<file path="src/rtl/vscale_hasti_arbiter_pkg.sv">
// HASTI widths, response codes and data-phase owner encoding shared by the
// two-master HASTI arbiter and its starvation counter.
package vscale_hasti_arbiter_pkg;

  localparam int HASTI_ADDR_WIDTH = 32;
  localparam int HASTI_BUS_WIDTH  = 32;
  localparam int HASTI_SIZE_WIDTH = 3;
  localparam int HASTI_RESP_WIDTH = 1;

  localparam logic [HASTI_RESP_WIDTH-1:0] HASTI_RESP_OKAY = 1'b0;

  typedef enum logic [1:0] {
    DP_NONE = 2'd0,
    DP_P0   = 2'd1,
    DP_P1   = 2'd2
  } dp_owner_t;

  function automatic logic is_req(input logic read, input logic write);
    return read | write;
  endfunction

endpackage

</file>
<file path="src/rtl/vscale_hasti_arbiter_if.sv">
// Simplified HASTI bus bundle: master drives the address phase and wdata,
// slave returns rdata/ready/resp.
interface vscale_hasti_arbiter_if;
  import vscale_hasti_arbiter_pkg::*;

  logic [HASTI_ADDR_WIDTH-1:0] addr;
  logic                        read;
  logic                        write;
  logic [HASTI_SIZE_WIDTH-1:0] size;
  logic [HASTI_BUS_WIDTH-1:0]  wdata;
  logic [HASTI_BUS_WIDTH-1:0]  rdata;
  logic                        ready;
  logic [HASTI_RESP_WIDTH-1:0] resp;

  modport master (output addr, read, write, size, wdata, input rdata, ready, resp);
  modport slave  (input addr, read, write, size, wdata, output rdata, ready, resp);
endinterface

</file>
<file path="src/rtl/vscale_arb_starve_ctr.sv">
// Counts consecutive arbitration points lost by p1 and raises force_p1 once
// the streak reaches MAX_WAIT. Only built with VSCALE_ARB_STARVE_GUARD_EN.
module vscale_arb_starve_ctr #(
  parameter int MAX_WAIT = 4
) (
  input  logic clk,
  input  logic reset,
  input  logic arb_point,
  input  logic p1_req,
  input  logic p1_grant,
  input  logic accept,
  output logic force_p1
);

  localparam logic [3:0] WAIT_LIMIT = 4'(MAX_WAIT);

  logic [3:0] wait_q;
  logic [3:0] wait_d;

  always_ff @(posedge clk) begin
    if (reset) begin
      wait_q <= '0;
    end else begin
      wait_q <= wait_d;
    end
  end

  always_comb begin
    wait_d = wait_q;
    if (!p1_req || (p1_grant && accept)) begin
      wait_d = '0;
    end else if (arb_point && !p1_grant && (wait_q != WAIT_LIMIT)) begin
      wait_d = wait_q + 4'd1;
    end
  end

  assign force_p1 = (wait_q == WAIT_LIMIT);

endmodule

</file>
<file path="src/rtl/vscale_hasti_arbiter.sv">
// Two-master (p0 = dmem, p1 = imem) to one-slave HASTI arbiter, fixed priority
// p0 > p1, zero added latency. Define VSCALE_ARB_STARVE_GUARD_EN to add the p1 starvation guard.
module vscale_hasti_arbiter
  import vscale_hasti_arbiter_pkg::*;
#(
  parameter int MAX_WAIT = 4
) (
  input  logic                          clk,
  input  logic                          reset,
  vscale_hasti_arbiter_if.slave         p0,
  vscale_hasti_arbiter_if.slave         p1,
  vscale_hasti_arbiter_if.master        s
);

  if ((MAX_WAIT < 1) || (MAX_WAIT > 15)) begin : g_max_wait_range
    $error("vscale_hasti_arbiter: MAX_WAIT must be within 1..15");
  end

  dp_owner_t dp_owner_q;
  dp_owner_t dp_owner_d;
  dp_owner_t owner;
  logic      p0_req;
  logic      p1_req;
  logic      arb_point;
  logic      accept;
  logic      grant_p0;
  logic      grant_p1;
  logic      force_p1;

`ifdef VSCALE_ARB_STARVE_GUARD_EN
  vscale_arb_starve_ctr #(
    .MAX_WAIT (MAX_WAIT)
  ) u_starve_ctr (
    .clk       (clk),
    .reset     (reset),
    .arb_point (arb_point),
    .p1_req    (p1_req),
    .p1_grant  (grant_p1),
    .accept    (accept),
    .force_p1  (force_p1)
  );
`else
  assign force_p1 = 1'b0;
`endif

  always_ff @(posedge clk) begin
    if (reset) begin
      dp_owner_q <= DP_NONE;
    end else begin
      dp_owner_q <= dp_owner_d;
    end
  end

  always_comb begin
    p0_req = is_req(p0.read, p0.write);
    p1_req = is_req(p1.read, p1.write);

    // While reset is high the in-flight data phase is already treated as gone.
    owner     = reset ? DP_NONE : dp_owner_q;
    arb_point = !reset && ((owner == DP_NONE) || s.ready);
    grant_p1  = arb_point && p1_req && (!p0_req || force_p1);
    grant_p0  = arb_point && p0_req && !grant_p1;
    accept    = arb_point && s.ready;

    dp_owner_d = dp_owner_q;
    if (accept) begin
      dp_owner_d = grant_p0 ? DP_P0 : (grant_p1 ? DP_P1 : DP_NONE);
    end

    s.addr  = grant_p1 ? p1.addr : p0.addr;
    s.size  = grant_p1 ? p1.size : p0.size;
    s.read  = (grant_p0 && p0.read)  || (grant_p1 && p1.read);
    s.write = (grant_p0 && p0.write) || (grant_p1 && p1.write);
    s.wdata = (owner == DP_P1) ? p1.wdata : p0.wdata;

    p0.rdata = (owner == DP_P0) ? s.rdata : '0;
    p1.rdata = (owner == DP_P1) ? s.rdata : '0;
    p0.resp  = (owner == DP_P0) ? s.resp  : HASTI_RESP_OKAY;
    p1.resp  = (owner == DP_P1) ? s.resp  : HASTI_RESP_OKAY;

    // Completing its own data phase takes precedence over a master's new request.
    p0.ready = reset || ((owner == DP_P0) ? s.ready : (!p0_req || (grant_p0 && s.ready)));
    p1.ready = reset || ((owner == DP_P1) ? s.ready : (!p1_req || (grant_p1 && s.ready)));
  end

endmodule

</file>
<file path="src/flat_wrapper.sv">
// flat-port wrapper written by rule: the top's interface ports become plain ports
module vscale_hasti_arbiter_flat import vscale_hasti_arbiter_pkg::*;
#(
  parameter int MAX_WAIT = 4
)
  (clk, reset, p0_addr, p0_read, p0_write, p0_size, p0_wdata, p0_rdata, p0_ready, p0_resp, p1_addr, p1_read, p1_write, p1_size, p1_wdata, p1_rdata, p1_ready, p1_resp, s_addr, s_read, s_write, s_size, s_wdata, s_rdata, s_ready, s_resp);
  vscale_hasti_arbiter_if p0_i ();
  vscale_hasti_arbiter_if p1_i ();
  vscale_hasti_arbiter_if s_i ();
  input  logic clk;
  input  logic reset;
  input wire logic [$bits(p0_i.addr)-1:0] p0_addr;
  input wire logic [$bits(p0_i.read)-1:0] p0_read;
  input wire logic [$bits(p0_i.write)-1:0] p0_write;
  input wire logic [$bits(p0_i.size)-1:0] p0_size;
  input wire logic [$bits(p0_i.wdata)-1:0] p0_wdata;
  output wire logic [$bits(p0_i.rdata)-1:0] p0_rdata;
  output wire logic [$bits(p0_i.ready)-1:0] p0_ready;
  output wire logic [$bits(p0_i.resp)-1:0] p0_resp;
  input wire logic [$bits(p1_i.addr)-1:0] p1_addr;
  input wire logic [$bits(p1_i.read)-1:0] p1_read;
  input wire logic [$bits(p1_i.write)-1:0] p1_write;
  input wire logic [$bits(p1_i.size)-1:0] p1_size;
  input wire logic [$bits(p1_i.wdata)-1:0] p1_wdata;
  output wire logic [$bits(p1_i.rdata)-1:0] p1_rdata;
  output wire logic [$bits(p1_i.ready)-1:0] p1_ready;
  output wire logic [$bits(p1_i.resp)-1:0] p1_resp;
  output wire logic [$bits(s_i.addr)-1:0] s_addr;
  output wire logic [$bits(s_i.read)-1:0] s_read;
  output wire logic [$bits(s_i.write)-1:0] s_write;
  output wire logic [$bits(s_i.size)-1:0] s_size;
  output wire logic [$bits(s_i.wdata)-1:0] s_wdata;
  input wire logic [$bits(s_i.rdata)-1:0] s_rdata;
  input wire logic [$bits(s_i.ready)-1:0] s_ready;
  input wire logic [$bits(s_i.resp)-1:0] s_resp;
  assign p0_i.addr = p0_addr;
  assign p0_i.read = p0_read;
  assign p0_i.write = p0_write;
  assign p0_i.size = p0_size;
  assign p0_i.wdata = p0_wdata;
  assign p0_rdata = p0_i.rdata;
  assign p0_ready = p0_i.ready;
  assign p0_resp = p0_i.resp;
  assign p1_i.addr = p1_addr;
  assign p1_i.read = p1_read;
  assign p1_i.write = p1_write;
  assign p1_i.size = p1_size;
  assign p1_i.wdata = p1_wdata;
  assign p1_rdata = p1_i.rdata;
  assign p1_ready = p1_i.ready;
  assign p1_resp = p1_i.resp;
  assign s_addr = s_i.addr;
  assign s_read = s_i.read;
  assign s_write = s_i.write;
  assign s_size = s_i.size;
  assign s_wdata = s_i.wdata;
  assign s_i.rdata = s_rdata;
  assign s_i.ready = s_ready;
  assign s_i.resp = s_resp;
  vscale_hasti_arbiter #(.MAX_WAIT(MAX_WAIT)) u_core (.clk(clk), .reset(reset), .p0(p0_i), .p1(p1_i), .s(s_i));
endmodule
</file>
<file path="config.mk">
export PLATFORM = sky130hd
export DESIGN_NAME = vscale_hasti_arbiter_flat
export DESIGN_NICKNAME = d
export VERILOG_FILES = /design/src/rtl/vscale_hasti_arbiter_pkg.sv /design/src/rtl/vscale_hasti_arbiter_if.sv /design/src/rtl/vscale_arb_starve_ctr.sv /design/src/rtl/vscale_hasti_arbiter.sv /design/src/flat_wrapper.sv
export SDC_FILE = /design/constraint.sdc
export NUM_CORES = 1
export LEC_CHECK = 0
export ABC_CLOCK_PERIOD_IN_PS = 1500
export CORE_AREA = 4 4 119 121
export CTS_BUF_LIST = sky130_fd_sc_hd__clkbuf_8
export CTS_CLUSTER_DIAMETER = 60
export CTS_CLUSTER_SIZE = 30
export DETAILED_ROUTE_END_ITERATION = 7
export DIE_AREA = 0 0 123 125
export DONT_BUFFER_PORTS = 1
export HOLD_SLACK_MARGIN = 0.15
export MAX_ROUTING_LAYER = met4
export PLACE_DENSITY_LB_ADDON = 0.3
export SLEW_MARGIN = 20
export SYNTH_ARGS = -nofsm -noshare
export SYNTH_HDL_FRONTEND = slang
export SYNTH_SLANG_ARGS = --single-unit
</file>
<file path="constraint.sdc">
create_clock -name clk -period 1.5 [get_ports clk]
set_input_delay 0.15 -clock clk [delete_from_list [all_inputs] [get_ports clk]]
set_output_delay 0.15 -clock clk [all_outputs]
set_load 0.1 [all_outputs]
</file>
==> results of run 1 <==
per-stage QoR:
step                      instance area [um^2]  hold WS (ns)  setup WS [ns]  std cells
after floorplan                           1797        0.3590       -0.06146        172
after global placement                    3785        0.2260       -0.08990        430
after detailed placement                  3785        0.2237        -0.1280        430
after CTS                                 4223        0.3159        -0.3067        452
after global routing                      4483        0.3369        -0.3491        459
final                                     4483        0.3255        -0.2843        459
what timing repair did:
item / CTS / global route
pin swaps: 31 / 15
endpoints found under the hold margin: 2 / 0
gates resized for setup: 45 / 39
setup buffers: 8 / 3
cloned: 8 / 6
hold buffers: 3 / 0
setup endpoints to repair: 135 / 135
cell families (layout without fill, tap and decap cells):
family                 count (synthesis)  in the layout  share of synthesized area
AOI/OAI and AO/OA                      9              9                    0.04968
buffers and inverters                 17            128                    0.06491
DFF                                    2              2                    0.02564
muxes                                 67             67                     0.5553
and+or+nand+nor                       77             77                     0.3045
area by class of cell:
cell class	count	area, um^2
fillers	1267	8602
inverters	2	7.507
multi-input cells	153	1800
repair buffers	123	2369
well taps	176	220.2
clock buffers	3	41.29
flip-flops and latches	2	45.04
how the worst max path moves through the flow:
| stage | from | end | slack (ns) | depth (start not counted) |
|---|---|---|---|---|
| 6_report | u_core.dp_owner_q[1] | s_wdata[10] | -0.28 | 5 |
| 5_1_grt | u_core.dp_owner_q[0] | s_addr[25] | -0.35 | 6 |
| 4_1_cts | u_core.dp_owner_q[0] | s_wdata[1] | -0.31 | 4 |
| 3_5_place_dp | u_core.dp_owner_q[0] | s_wdata[1] | -0.13 | 4 |
| 3_3_place_gp | u_core.dp_owner_q[0] | s_size[1] | -0.09 | 5 |
| 2_1_floorplan | u_core.dp_owner_q[1] | s_read | -0.06 | 3 |
tightest hold or removal path, stage by stage:
cell and delay (ns):
nor2_2 0.03, buf_4 0.15, nand3_1 0.08, o21ai_0 0.08
layer usage:
metal	part of all wire	track usage	up-vias
li1	-	-	813
met1	0.33	0.1101	848
met2	0.56	0.2219	175
met3	0.11	0.03297	2
met4	0.0063	0.02541	0
met5	0	-	-
cell usage after synthesis (2+ instances only):
cell and count:
mux2_4 30, and2_1 66, inv_1 2, dfxtp_1 2, a21oi_1 2, o21ai_0 3, buf_6 4, nor3_1 2
mux2_2 37, buf_2 3, clkbuf_1 7, nor2_1 4
cell usage in the layout, fill, tap and decap left out, types with 2 or more instances in the layout:
master and n:
o21ai_4 2, inv_1 2, dlygate4sd3_1 3, nor3b_4 2, buf_4 5, nor2_1 3, buf_8 2, buf_12 95
nor2_2 2, buf_16 6, clkbuf_8 3, clkbuf_16 5, a21oi_1 2, mux2_4 67, nor3_4 2, and2_4 66
buf_6 7
power groups by stage:
stage	registers [mW]	logic (mW)	clock network [mW]
6_report	0.0604	2.34	0.210
3_3_place_gp	0.0613	2.18	0
5_1_grt	0.0613	2.39	0.225
3_5_place_dp	0.0618	2.19	0
4_1_cts	0.0604	2.31	0.215
2_1_floorplan	0.0609	1.55	0
==> results.json, run 1 <==
{
  "status": "finished with violations",
  "violations": "negative setup slack",
  "avgRoutedWirePerCell_um": 22.29,
  "synthTopCellsByArea": "mux2_4 (29%), mux2_2 (27%), and2_1 (26%), buf_6 (2.9%), dfxtp_1 (2.6%)",
  "grt_max_degree": 27,
  "final_core_util": 0.3426,
  "critPathTopFamily": "buffers and inverters",
  "drc": 0,
  "diodes": 0,
  "p_leak_nw": 2.025,
  "synth_edf_count": 0,
  "start_util": 0.1193,
  "path_max_fanout": 6,
  "io_pins": 311,
  "grt.overflow.total": 0,
  "relSlewSlack": 0.7429,
  "r2r-end": "u_core.dp_owner_q[0]",
  "irDropWorstVdd_v": 0.0002274,
  "crit_type": "flip-flop to output port",
  "fin_nets": 459,
  "cts_tree": "done",
  "h-tree-depth": 1,
  "holdCritStartpoint": "p0_read",
  "hold_path.class": "primary input to flip-flop",
  "critPathBufInv": 3,
  "yosys_warnings": 0,
  "die_area_mm2": 0.01538,
  "reg.largest.list": "u_core.dp_owner_q (2)",
  "area_growth_pct": 187.1,
  "largest_reg_flops": 2,
  "drt_pass1_iterations": 3,
  "r2r_slack_ns": 0.17,
  "syn-num-nets": 346,
  "min_period_ns": 1.784,
  "holdPathStages": 4,
  "finalHoldViolCount": 0,
  "fp.dieH_um": 125,
  "cp.arrival_ns": 1.63,
  "ant_nets": 0,
  "tightest_slew_ns": 0.3842,
  "setup_viol": 135,
  "cts-root-buf": "clkbuf_8",
  "path_cells": "nor3b_4 > buf_6 > buf_12 > clkbuf_16 > mux2_4",
  "antenna_found_initial": 0,
  "synth_ff_type": "dfxtp_1",
  "setup_slack_ns": -0.2843,
  "r2r_cells": 4,
  "track_usage": 0.1146,
  "whs_endpoint": "u_core.dp_owner_q[1]",
  "grt_pass1_vias": 2121,
  "ys_seq_area_frac": 0.02564,
  "p_switching_mw": 1.543,
  "hpwl_um": 7257,
  "r2r-start": "u_core.dp_owner_q[0]",
  "fin_crit_sh": 1.190,
  "top_register": "u_core.dp_owner_q",
  "synthArstFlopShare": 0,
  "cp_slowest_cell": "mux2_4",
  "ys_types": 22,
  "clk_latency_ns": 0.21,
  "clockPowerShare": 0.081,
  "critPathRequiredTime_ns": 1.35,
  "seqPwrFrac": 0.023,
  "syn_inst": 172,
  "fmax_ghz": 0.5605,
  "portBuffers": 0,
  "finalWirelength_um": 10230,
  "die_w_um": 123,
  "finalSetupTns_ns": -28.25,
  "syn_avg_cell_area_um2": 9.078,
  "drive_gt1_frac": 0.9505,
  "gp_congestion": 0.6837,
  "rows": 42,
  "skew_ns": 0,
  "core_mm2": 0.01309,
  "combPwrFrac": 0.896,
  "cts_made_buffers": 3,
  "vias": 1838,
  "grt_setup_unrepaired": "true",
  "first_iter_violations": 10,
  "synth-seq-cells": 2,
  "crit_path_start_kind": "flip-flop",
  "clk_pin_slew_worst_paths_ns": 0.03,
  "max_cap_viol_count": 0,
  "finalPower_mw": 2.608,
  "viasPerCell": 4.004,
  "worstSetupEndpointType": "output port",
  "maxSlewViolCount": 0,
  "clockBufferDepth": 2,
  "synth_top_area_share": 0.2885,
  "grt_pass1_wl_um": 12880,
  "synth_top_cell_by_area": "mux2_4",
  "syn-cell-area_mm2": 0.001561,
  "switching_share": 0.5915,
  "cts.sinks": 2,
  "internal_power_mw": 1.065,
  "slowest_delay_ns": 0.44,
  "power_density_mw_per_mm2": 581.8
}
Note: power is estimated with default switching activity, not from simulation.
==> run 2: changes to the inputs <==
Settings changed: TNS_END_PERCENT set to 5.
==> run 2 against run 1 <==
The run still ends with negative setup slack left. First-iteration DRC count grew to 3.7 times the previous value. Worst setup slack worse by 0.076 ns. Global-route usage is 0.78 points lower. Flip-flop and latch count stayed put. Combinational power is 2% higher. Final cell count is 7.2% higher. Critical path type unchanged. Critical endpoint is now s_wdata[5].
==> results.json, run 2 (synthesis results as in run 1) <==
{
  "clk_pin_slew_worst_paths_ns": 0.03,
  "first_iter_violations": 37,
  "finalPower_mw": 2.655,
  "clk_latency_ns": 0.21,
  "multi_input_area_mm2": 0.001730,
  "relSlewSlack": 0.7207,
  "switching_share": 0.5812,
  "die_area_mm2": 0.01538,
  "fin_nets": 492,
  "path_max_fanout": 7,
  "avgRoutedWirePerCell_um": 19.53,
  "setup_viol": 135,
  "cts.sinks": 2,
  "io_pins": 311,
  "hold_path.class": "primary input to flip-flop",
  "largest_reg_flops": 2,
  "die_w_um": 123,
  "vias": 1960,
  "skew_ns": 0,
  "min_period_ns": 1.861,
  "viasPerCell": 3.984,
  "crit_path_frequent_cell": "buf_6",
  "hpwl_um": 7932,
  "max_cap_viol_count": 0,
  "irDropWorstVdd_v": 0.0002159,
  "h-tree-depth": 1,
  "top_register": "u_core.dp_owner_q",
  "seqPwrFrac": 0.022,
  "cts_made_buffers": 3,
  "maxSlewViolCount": 0,
  "grt.overflow.total": 0,
  "path_cells": "buf_6 > nor3b_4 > buf_6 > clkbuf_16 > mux2_4 > buf_12",
  "violations": "negative setup slack",
  "slowest_delay_ns": 0.32,
  "crit_path_start_kind": "flip-flop",
  "status": "finished with violations",
  "grt_setup_unrepaired": "true",
  "gp_congestion": 0.7461,
  "core_mm2": 0.01309,
  "register_area_um2": 41.29,
  "drt_pass1_iterations": 4,
  "finalHoldViolCount": 0,
  "combPwrFrac": 0.898,
  "portBuffers": 0,
  "clockPowerShare": 0.080,
  "final_core_util": 0.3846,
  "p_leak_nw": 2.245,
  "critPathBufInv": 4,
  "internal_power_mw": 1.112,
  "track_usage": 0.1067,
  "antenna_found_initial": 0,
  "setup_slack_ns": -0.3606,
  "power_density_mw_per_mm2": 527.5,
  "mostFrequentLayoutCell": "buf_12",
  "critPathRequiredTime_ns": 1.35,
  "clockBufferDepth": 2,
  "crit_type": "flip-flop to output port",
  "tightest_slew_ns": 0.4175,
  "rows": 42,
  "finalWirelength_um": 9609,
  "fin_crit_sh": 1.240,
  "cts_tree": "done",
  "grt_pass1_vias": 2122,
  "cp_slowest_cell": "mux2_4",
  "start_util": 0.1193,
  "drc": 0,
  "grt_pass1_wl_um": 12340,
  "grt_max_degree": 35,
  "area_growth_pct": 222.3,
  "reg.largest.list": "u_core.dp_owner_q (2)",
  "cts-root-buf": "clkbuf_8",
  "nFillCells": 1209,
  "fp.dieH_um": 125,
  "worstSetupEndpointType": "output port",
  "drive_gt1_frac": 0.9494,
  "cp.arrival_ns": 1.71,
  "diodes": 0,
  "most-common-layout-cells": "buf_12 (139), mux2_4 (67), and2_2 (48), and2_4 (18), buf_4 (6)",
  "critPathTopFamily": "buffers and inverters",
  "p_switching_mw": 1.543,
  "fmax_ghz": 0.5375,
  "ant_nets": 0
}
==> run 2: cell count changes in the layout (fill, tap and decap cells not counted), sizes merged <==
cell,change
buf,+36
clkbuf,-3
==> run 2: timing repair <==
| item | CTS | global route |
|---|---|---|
| endpoints found under the hold margin | 2 | 0 |
| setup endpoints to repair | 137 | 137 |
| hold buffers | 3 | 0 |
| cloned | 1 | 3 |
| pin swaps | 6 | 15 |
| resized for setup | 11 | 53 |
| setup buffers | 2 | 1 |
==> run 2: final cells by class <==
cell class / instances / area share
Timing Repair Buffer: 156 / 0.5945
Multi-Input combinational cell: 153 / 0.3439
Tap cell: 176 / 0.04376
Clock buffer: 3 / 0.008205
Inverter: 2 / 0.001492
Sequential cell: 2 / 0.008205
==> run 2: power by group through the flow <==
stage,logic (mW),clock network [mW],registers [mW]
after floorplan,1.53,0,0.0598
after global placement,2.31,0,0.0589
after detailed placement,2.32,0,0.0589
after CTS,2.35,0.218,0.0591
after global routing,2.43,0.222,0.0593
final,2.38,0.213,0.0591
==> run 2: final timing paths <==
check | start | to | slack (ns) | cells after the start
setup / recovery | u_core.dp_owner_q[0] | s_wdata[5] | -0.36 | 6
setup reg to reg | u_core.dp_owner_q[0] | u_core.dp_owner_q[0] | 0.08 | 5
hold reg to reg | u_core.dp_owner_q[1] | u_core.dp_owner_q[1] | 0.63 | 3
hold / removal | p0_read | u_core.dp_owner_q[1] | 0.31 | 4
==> run 2: worst min-delay path, delay by kind of cell <==
| family | cells | cell delay (ns) |
|---|---|---|
| buf+inv | 1 | 0.14 |
| simple gates | 2 | 0.10 |
| compound gates | 1 | 0.07 |
==> run 2: stage by stage <==
| step | hold slack (ns) | instances | cell area (um^2) | setup TNS [ns] | worst slack (ns) |
|---|---|---|---|---|---|
| after floorplan | 0.3666 | 172 | 1688 | -7.175 | -0.2048 |
| after global routing | 0.3142 | 492 | 5032 | -39.76 | -0.4017 |
| final | 0.3064 | 492 | 5032 | -31.24 | -0.3606 |
| after detailed placement | 0.2332 | 479 | 4649 | -7.217 | -0.1980 |
| after global placement | 0.2296 | 479 | 4649 | -5.552 | -0.1576 |
| after CTS | 0.2988 | 488 | 4800 | -33.99 | -0.3477 |
==> run 2: routing by layer <==
layer / vias up / global-route usage / share of wire
met5: - / - / 0
met2: 177 / 0.2097 / 0.57
met1: 903 / 0.09913 / 0.30
met3: 4 / 0.02800 / 0.12
li1: 876 / - / -
met4: 0 / 0.02997 / 0.010
==> run 3: changes to the inputs <==
Settings changed: ABC_AREA set to 0, BUFFER_PORTS_ARGS set to -buffer_cell sky130_fd_sc_hd__buf_2, DONT_BUFFER_PORTS 1 to unset, SLEW_MARGIN 20 to unset.
==> run 3 against run 2 <==
The flow still finishes with violations (negative setup slack). Maximum frequency is 0.94% higher. Die area is the same. First-iteration DRC count is 32% higher. Core utilization increased by 7.2 points. Register-to-register slack improved by 0.58 ns. Global-route usage is 2.2 points higher. Worst setup slack better by 0.017 ns. Final cell count rose by 37%. Critical path depth unchanged. Count of clock-buffer cells in the layout stayed put. Final area rose by 19%. Largest power group unchanged.
==> results.json, run 3 (synthesis results as in run 1) <==
{
  "status": "finished with violations",
  "violations": "negative setup slack",
  "drive_gt1_frac": 0.9759,
  "fp.dieH_um": 125,
  "cts_made_buffers": 3,
  "fin_crit_sh": 1.229,
  "finalNonFillerCells": 674,
  "worstSetupEndpointType": "output port",
  "holdPathStages": 3,
  "drt_pass1_iterations": 4,
  "grt.overflow.total": 0,
  "final_core_util": 0.4565,
  "start_util": 0.1193,
  "viasPerCell": 3.970,
  "ant_nets": 0,
  "cts.sinks": 2,
  "tightest_slew_ns": 0.3837,
  "whs_endpoint": "u_core.dp_owner_q[0]",
  "crit_path_start_kind": "flip-flop",
  "track_usage": 0.1288,
  "clk_latency_ns": 0.21,
  "die_area_mm2": 0.01538,
  "vias": 2676,
  "fmax_ghz": 0.5425,
  "crit_type": "flip-flop to output port",
  "clockBufferDepth": 2,
  "cp.arrival_ns": 1.69,
  "grt_max_degree": 35,
  "r2r_slack_ns": 0.66,
  "first_iter_violations": 49,
  "finalWirelength_um": 10460,
  "r2r-start": "u_core.dp_owner_q[0]",
  "maxSlewViolCount": 0,
  "rows": 42,
  "min_period_ns": 1.843,
  "setup_slack_ns": -0.3432,
  "most-common-layout-cells": "buf_2 (173), buf_12 (133), mux2_4 (54), and2_4 (37), and2_2 (28)",
  "p_leak_nw": 2.958,
  "io_pins": 311,
  "cts_tree": "done",
  "portBuffers": 310,
  "clk_pin_slew_worst_paths_ns": 0.03,
  "grt_pass1_wl_um": 15420,
  "avgRoutedWirePerCell_um": 15.53,
  "setup_viol": 134,
  "finalHoldViolCount": 0,
  "h-tree-depth": 1,
  "power_density_mw_per_mm2": 482.7,
  "holdCritStartpoint": "s_ready",
  "path_max_fanout": 7,
  "largest_reg_flops": 2,
  "r2r-end": "u_core.dp_owner_q[0]",
  "cts-root-buf": "clkbuf_8",
  "hold_path.class": "primary input to flip-flop",
  "critPathRequiredTime_ns": 1.35,
  "fin_nets": 674,
  "reg.largest.list": "u_core.dp_owner_q (2)",
  "antenna_found_initial": 0,
  "r2r_cells": 3,
  "area_growth_pct": 282.5,
  "max_cap_viol_count": 0,
  "drc": 0,
  "core_mm2": 0.01309,
  "dp_cells": 658,
  "grt_pass1_vias": 3054,
  "relSlewSlack": 0.7433,
  "gp_congestion": 0.7973,
  "skew_ns": 0,
  "grt_setup_unrepaired": "true",
  "top_register": "u_core.dp_owner_q",
  "hpwl_um": 8582,
  "diodes": 0,
  "mostFrequentLayoutCell": "buf_2",
  "dp_slack_ns": -0.1802,
  "die_w_um": 123,
  "irDropWorstVdd_v": 0.0002816
}
run 3: cell types whose count changed in the layout (fill, tap and decap cells not counted), moves of 2 or more:
cell | before | now
clkbuf_16 | 2 | 0
and2_4 | 18 | 37
and2_2 | 48 | 28
buf_4 | 6 | 8
buf_6 | 5 | 17
buf_16 | 1 | 4
dlygate4sd3_1 | 3 | 0
buf_2 | 0 | 173
buf_8 | 0 | 2
buf_12 | 139 | 133
mux2_2 | 0 | 13
mux2_4 | 67 | 54
run 3: worst max-delay path, stage by stage, from the launching register on:
cell and delay [ns]:
dfxtp_4 0.35, nor3b_4 0.24, buf_6 0.15, buf_6 0.12
buf_16 0.13, mux2_4 0.32, buf_12 0.17
run 3: what timing repair did:
item | in CTS | in global routing
hold buffers | 0 | 0
buffers inserted | 8 | 0
gates cloned | 5 | 0
pin swaps | 36 | 6
setup endpoints to repair | 137 | 136
gates resized for setup | 146 | 11
endpoints found under the hold margin | 0 | 0
run 3: worst max path at each step:
stage,startpoint,end,slack (ns),cells after the start
6_report,u_core.dp_owner_q[0],s_wdata[28],-0.34,6
3_5_place_dp,u_core.dp_owner_q[0],s_wdata[3],-0.18,4
3_3_place_gp,u_core.dp_owner_q[0],s_wdata[14],-0.14,4
4_1_cts,u_core.dp_owner_q[0],s_wdata[16],-0.34,5
5_1_grt,u_core.dp_owner_q[0],s_wdata[2],-0.41,6
2_1_floorplan,u_core.dp_owner_q[1],p1_rdata[0],-0.20,3
run 3: stage by stage:
step	TNS, ns	hold WS (ns)	area, um^2	power (mW)
after global routing	-39.89	0.3601	5973	2.971
after CTS	-32.17	0.3336	5932	2.893
after floorplan	-7.175	0.3666	1688	1.585
after global placement	-7.649	0.5399	5255	2.477
final	-29.74	0.3309	5973	2.884
after detailed placement	-9.879	0.5488	5255	2.498
run 3: final cells by class:
type                    count  area, um^2
fillers                  1138        7112
repair buffers            338        3953
multi-input cells         153        1707
well taps                 176       220.2
flip-flops and latches      2       45.04
clock buffers               3       41.29
inverters                   2       7.507
run 3: layer usage:
layer / global-route usage / share of wire
met5: - / 0
met4: 0.03192 / 0.014
met2: 0.2515 / 0.56
met3: 0.02349 / 0.10
met1: 0.1288 / 0.32
run 3: power by group:
part	switching, mW	internal (mW)	leakage (nW)
sequential	0.00394	0.0567	0.0175
combinational	1.59	1.03	2.92
clock	0.0375	0.169	0.0216
total	1.63	1.25	2.96
